===== src/rtl/shake_absorb_buffer.sv =====
// SHAKE rate-block assembler: packs 64-bit words into one rate block, applies
// 0x1F..0x80 padding and hands the block to the Keccak core over valid/ready.
module shake_absorb_buffer #(
  parameter int          LANE_W    = 64,
  parameter int          LANES_128 = 21,
  parameter int          LANES_256 = 17,
  parameter logic [7:0]  DS_BYTE   = 8'h1F
) (
  input  logic                        clk,
  input  logic                        rst,
  input  logic                        module_start,
  input  logic [1:0]                  mode,
  input  logic [LANE_W-1:0]           shake_in,
  input  logic                        in_ready,
  input  logic                        is_last,
  input  logic [2:0]                  byte_num,
  output logic                        i_last,
  output logic                        buffer_full,
  output logic                        blk_valid,
  input  logic                        blk_ready,
  output logic [LANE_W*LANES_128-1:0] blk_data,
  output logic                        blk_final,
  output logic                        ovf_err
);

  localparam int CNT_W = $clog2(LANES_128);

  typedef enum logic [1:0] {IDLE, FILL, FULL} state_t;

  state_t                             state, state_nxt;
  logic [LANES_128-1:0][LANE_W-1:0]   lanes;
  logic [CNT_W-1:0]                   lane_cnt;
  logic [CNT_W-1:0]                   last_lane;
  logic                               rate_128;
  logic                               at_last;
  logic [LANE_W-1:0]                  pad;
  logic                               unused_mode;

  assign unused_mode = mode[1];
  assign last_lane   = rate_128 ? CNT_W'(LANES_128 - 1) : CNT_W'(LANES_256 - 1);
  assign at_last     = (lane_cnt == last_lane);
  assign blk_data    = lanes;
  assign blk_valid   = (state == FULL);
  assign buffer_full = (state == FULL);
  assign i_last      = ~rst & in_ready & ~is_last & (state == FILL) & at_last;

  // Final word: keep the first byte_num bytes, then the domain byte, then zeros.
  always_comb begin
    pad = '0;
    for (int k = 0; k < LANE_W / 8; k++) begin
      if (k < int'(byte_num))
        pad[LANE_W-1-8*k -: 8] = shake_in[LANE_W-1-8*k -: 8];
      else if (k == int'(byte_num))
        pad[LANE_W-1-8*k -: 8] = DS_BYTE;
    end
  end

  always_comb begin
    state_nxt = state;
    if (module_start) begin
      state_nxt = FILL;
    end else begin
      case (state)
        FILL:    if (in_ready && (is_last || at_last)) state_nxt = FULL;
        FULL:    if (blk_ready) state_nxt = blk_final ? IDLE : FILL;
        default: state_nxt = state;
      endcase
    end
  end

  always_ff @(posedge clk or posedge rst) begin
    if (rst) begin
      state     <= IDLE;
      lanes     <= '0;
      lane_cnt  <= '0;
      rate_128  <= 1'b0;
      blk_final <= 1'b0;
      ovf_err   <= 1'b0;
    end else begin
      state <= state_nxt;
      if (module_start) begin
        lanes     <= '0;
        lane_cnt  <= '0;
        blk_final <= 1'b0;
        rate_128  <= mode[0];
      end else begin
        case (state)
          FILL: begin
            if (in_ready) begin
              if (is_last) begin
                blk_final <= 1'b1;
                // Lanes above lane_cnt are still zero, so a plain write equals the OR.
                if (at_last) begin
                  lanes[lane_cnt] <= pad | LANE_W'(8'h80);
                end else begin
                  lanes[lane_cnt]  <= pad;
                  lanes[last_lane] <= LANE_W'(8'h80);
                end
              end else begin
                lanes[lane_cnt] <= shake_in;
                if (!at_last) lane_cnt <= lane_cnt + 1'b1;
              end
            end
          end
          FULL: begin
            if (in_ready) ovf_err <= 1'b1;
            if (blk_ready) begin
              lanes     <= '0;
              lane_cnt  <= '0;
              blk_final <= 1'b0;
            end
          end
          default: ;
        endcase
      end
    end
  end

endmodule


===== config.mk =====
export PLATFORM = sky130hd
export DESIGN_NAME = shake_absorb_buffer
export DESIGN_NICKNAME = d
export VERILOG_FILES = /design/src/rtl/shake_absorb_buffer.sv
export SDC_FILE = /design/constraint.sdc
export NUM_CORES = 2
export LEC_CHECK = 0
export CAP_MARGIN = 20
export CORE_AREA = 2 2 556 558
export CTS_BUF_LIST = sky130_fd_sc_hd__clkbuf_8
export DETAILED_ROUTE_END_ITERATION = 8
export DIE_AREA = 0 0 558 560
export PLACE_DENSITY = 0.38
export SYNTH_ARGS = -nofsm -noshare
export SYNTH_HDL_FRONTEND = slang
export SYNTH_SLANG_ARGS = --single-unit

===== constraint.sdc =====
create_clock -name clk -period 58.6 [get_ports clk]
set_clock_uncertainty 0.2 [all_clocks]
set_input_delay 11.72 -clock clk [delete_from_list [all_inputs] [get_ports clk]]
set_output_delay 11.72 -clock clk [all_outputs]
set_load 0.02 [all_outputs]

=== Word level (Yosys, flattened, before mapping) ===
Index checks and enable logic that the tools add are counted.

* Memory bits (writable): 0
* ROM bits: 0
* Output and inout port bits: 1,349
* Bits of input ports: 75
* Word-level logic and storage cells: 120
* Bits in latches: 0
* Memories kept: 0
* Register bits after elaboration: 1,354

* Add/sub/neg operators: 1
* Reductions and logical operators: 11
* Equality and inequality tests: 16
* Order comparisons: 11
* Bitwise operators: 10
* Multiply operators: 0
* Mux-type cells: 45
* Divide/modulo/power cells: 0
* Shifts and indexed selects: 0

{| class="wikitable"
|+ Operators with widths
! cell !! count
|-
| 1344-bit 2-to-1 mux || 5
|-
| 1344-bit bitwise mux || 3
|-
| 1344-bit one-hot mux with 2 select lines || 1
|-
| 1323-bit bitwise AND || 1
|-
| 1323-bit inverter || 1
|-
| 64-bit demux with 5-bit select || 2
|-
| 64-bit 2-to-1 mux || 2
|-
| 5-bit 2-to-1 mux || 13
|-
| 8-bit 2-to-1 mux || 7
|-
| 21-bit OR || 1
|-
| 3-bit == test (first input constant) || 4
|-
| 5-bit by 6-bit less-than comparator with 1-bit output (second input constant) || 2
|-
| 3-bit inequality test (second input constant) || 4
|-
| 5-bit by 1-bit >= comparator with 1-bit output (second input constant) || 2
|-
| 5-bit one-hot mux with 2 select lines || 1
|-
| 3-bit less-than comparator (first input constant) || 3
|-
| 3-bit AND reduction || 3
|-
| 2-bit by 3-bit == test with 1-bit output (first input constant) || 2
|-
| 1-bit by 3-bit less-than comparator with 1-bit output (first input constant) || 2
|-
| 2-bit by 3-bit less-than comparator with 1-bit output (first input constant) || 2
|-
| 2-bit 2-to-1 mux || 3
|-
| 3-bit by 2-bit inequality test with 1-bit output (second input constant) || 2
|-
| 5-bit by 1-bit adder with 5-bit output (second input constant) || 1
|-
| 5-bit == test || 1
|-
| other kinds (15) || 26
|}

=== Logic depth before layout (Yosys ltp) ===
* Depth after elaboration: 12
* Gate-level depth with buffers: 9
* Depth with buffers taken out: 6

=== Least setup slack after synthesis ===
Ideal clock, no wire load.

* Path kind: input to output
* Start: input port is_last
* End: output port i_last
* Data required time: 46,680 ps
* Cell stages on the path: 6
* Data arrival time: 13,413 ps
* Setup slack: 33,267 ps
* Buffers on the path: 3
* Cell sequence: buf_2 > clkinv_1 > clkbuf_1 > buf_1 > nand3_1 > nor4b_1

* Cells in the longest elaborated chain, start to end: 4

{| class="wikitable"
|+ Ends and longest elaborated chain
! item !! RTL line !! source
|-
| start: declaration || 15 || <nowiki>input logic is_last,</nowiki>
|-
| 1-bit inverter || 45 || <nowiki>assign i_last = ~rst & in_ready & ~is_last & (state == FILL) & at_last;</nowiki>
|-
| 1-bit bitwise AND (3 in a row) || 45 ||
|-
| end: declaration || 17 || <nowiki>output logic i_last,</nowiki>
|}

Every way passes these cells.

=== Final worst setup path ===
Ends and elaborated chain as after synthesis.

==> flow_summary_export.csv <==
group,metric,value,unit
status,outcome,"finished, final reports clean",
pwr,power_frac_clock,42.5,%
critical_path,cp_slowest_cell,"clkdlybuf4s50_1",
final_layout,area_growth,48.6,%
final_layout,layout.cells.most_common_list,"clkdlybuf4s50_1, dfrtp_1, a22o_1, o2bb2ai_1, clkbuf_8",
timing,tightest_slew,1.22,ns
logic_synthesis,synth-async-reset-ratio,100,%
routing,num_vias,44900,
clocking,cts_tree,"built",
pwr,swShare,33.1,%
timing,setup_tns,0,ns
timing,period_needed,25.37,ns
routing,routedWlPerCell,36.4,µm
die,pin_count,1424,
die,initial_core_util,17.2,%
placed_design,post-dp-hpwl,250000,µm
clocking,post_cts_buffers,0,
job,maxCapViolations,0,
critical_path,cp_top_family,"buffers and inverters",
final_layout,nNetsFinal,5556,
timing,clock.fmax,0.0394,GHz
clocking,cts_made_buffers,277,
clocking,hold_buffers,0,
die,fp-row-count,204,
pwr,combPwrFrac,16.7,%
critical_path,r2r_start,"state[0]$_DFFE_PP0P_",
logic_synthesis,synth_cell_types,85,
hold_path,hold_end,"blk_data[289]$_DFFE_PP0P_",
die,die_area,0.312,mm²
critical_path,worstPathRequired,46.68,ns
pwr,p_per_area,30.8,mW/mm²
logic_synthesis,synth_area_per_cell,13.1,µm²
critical_path,r2r_end,"blk_data[943]$_DFFE_PP0P_",
hold_path,hold_depth,1,
clocking,post_cts_resized,0,
routing,routed_wirelength,357000,µm
timing,slew_viol_final,0,
global_routing,grt_pass1_wl,467000,µm
critical_path,path_class,"primary input to output pin",
logic_synthesis,netlist_area,0.0527,mm²
logic_synthesis,synth-edff-count,0,
critical_path,reg2reg_depth,7,
routing,ant_nets,0,
critical_path,r2r_slack,53.79,ns
logic_synthesis,yosysWarnings,0,
clocking,cts-root-buf,"clkbuf_8",
final_layout,fill_cells,32200,
die,die_w,558,µm
global_routing,grt.total_usage,22.1,%
timing,rsz0062_at_grt,"no",
die,core,0.307,mm²
pwr,p_leak,0.0332,µW
logic_synthesis,ys_seq_elements,1354,
timing,fin_ws,33.23,ns
timing,period_share,43.3,%
clocking,worstSkewPairLatency,1.00,ns
critical_path,cp.buffers_inverters,4,
placed_design,dp_slack,33.23,ns
critical_path,crit_fanout,36,
placed_design,finalWeightedCongestion,0.825,
critical_path,path_cells,"buf_2 > buf_4 > clkinv_1 > nand3_1 > nor4b_1 > clkdlybuf4s50_1",
final_layout,final_layout_size_suffix_gt1_share,14.5,%
routing,via_per_inst,4.57,
pwr,vdd_ir_drop_max,0.0000151,V
pwr,p_seq_share,40.8,%
logic_synthesis,synth_cells,4013,
routing,first_pass_iters,6,
critical_path,arrival,13.45,ns
global_routing,grt_pass1_vias,45600,
clocking,path_clk_slew,0.06,ns
logic_synthesis,synth-main-ff-cell,"dfrtp_1",
global_routing,grt-ovfl-total,0,
clocking,htree_levels,5,
logic_synthesis,synth_fp_nets,4092,
critical_path,critPathMaxStageDelay,0.66,ns
timing,setup_viol,0,
pwr,internal_power,1610,µW
critical_path,startpoint_type,"primary input",
routing,drc_errors,0,
clocking,clock_sinks,1354,
critical_path,cp-end-kind,"output pin",
die,die_y,560,µm
global_routing,grt_max_degree,165,
routing,drtIter0Drc,3804,
logic_synthesis,ys_seq_area_share,64.3,%
clocking,cts_buffer_depth,4,
hold_path,min_from,"blk_data[289]$_DFFE_PP0P_",
placed_design,io_buffers,1422,
timing,hold_viol,0,
pwr,power.switching,798,µW
global_routing,antenna_found_initial,35,
timing,max_slew_margin,18.1,%
final_layout,layout_commonest_cell,"clkdlybuf4s50_1",
hold_path,hold_class,"register to register",
[through the flow]
stage	utilization, %	hold slack (ns)	instance area [µm²]	total power, µW	std cells
CTS	25.5	0.275	78200	2450	9800
finish	25.5	0.275	78300	2410	9825
global route	25.5	0.287	78200	2510	9807
floorplan	-	0.371	52700	1170	4013
global placement	23.6	0.254	72600	1410	9314
detailed placement	23.7	0.265	72700	1410	9318
[kinds of logic after synthesis]
group,synth area share (%)
AOI/OAI and AO/OA,24.5
xor gates and xnor gates,0.0166
adders and majority gates,0.0950
buffers and inverters,3.88
DFF,64.3
muxes,0.881
and+or+nand+nor,6.29
[layout make-up]
| type | instances | area, µm² | area share, % |
|---|---|---|---|
| Clock inverter | 144 | 883 | 1.13 |
| Antenna cell | 25 | 62.6 | 0.0799 |
| Inverter | 13 | 61.3 | 0.0783 |
| Multi-Input combinational cell | 2225 | 17900 | 22.8 |
| Tap cell | 4120 | 5150 | 6.58 |
| Timing Repair Buffer | 1606 | 15700 | 20.1 |
| Clock buffer | 338 | 4650 | 5.94 |
| Sequential cell | 1354 | 33900 | 43.3 |
[sequential cells by signal, summed over array words and instances, names as in the netlist]
signal and cells:
blk_final 1, state 2, rate_128 1, lane_cnt 5, ovf_err 1, blk_data 1344
[metal layers]
layer  track usage, %  vias up  part of all wire [%]
met5                0        -                     0
met4             8.57        0                   4.1
met3             6.91      513                   8.9
met2             35.0     2338                    46
met1             28.0    23700                    41
li1                 -    18300                     -
[power by group through the flow]
stage          Clock (µW)  Combinational, µW  Sequential [µW]
2_1_floorplan           0                135             1040
3_3_place_gp            0                411              999
3_5_place_dp            0                412              999
4_1_cts              1060                413              984
5_1_grt              1100                421              987
6_report             1030                402              984
[Yosys cell counts (all sizes together), types with 4 or more instances]
cell type	number	area, µm²
dfrtp	1354	33900
a22o	574	5030
o2bb2ai	462	4050
buf	267	1420
nor2	170	641
clkbuf	154	578
nand2	141	562
a21oi	127	666
o21ai	102	537
nand3	90	450
a211oi	76	581
a21o	52	390
o22a	44	385
nor4	39	244
nor3	38	373
o31ai	32	260
a31oi	31	289
mux2i	25	250
and3	23	144
mux2	19	214
nand2b	16	100
a32o	15	150
o211ai	14	105
nand4bb	12	135
inv	11	43.8
and4bb	10	125
o32a	9	90.1
nor4b	7	101
or2	7	43.8
a2bb2oi	6	83.8
nor2b	6	37.5
a31o	5	43.8
o221ai	5	43.8
ha	4	50.1
nand3b	4	33.8
nand4b	4	53.8
o21bai	4	30.0
or3	4	25.0
or3b	4	35.0
or4b	4	55.1
[worst max path at each step]
stage                 start                 endpoint  slack, ns  cells past startpoint
finish              is_last                   i_last      33.23                      6
global route        is_last                   i_last      33.19                      6
CTS                 is_last                   i_last      33.23                      6
detailed placement  is_last                   i_last      33.23                      6
global placement    is_last                   i_last      33.20                      6
floorplan               rst  blk_data[0]$_DFFE_PP0P_       8.51                      1
Note: power is estimated with default switching activity, not from simulation.
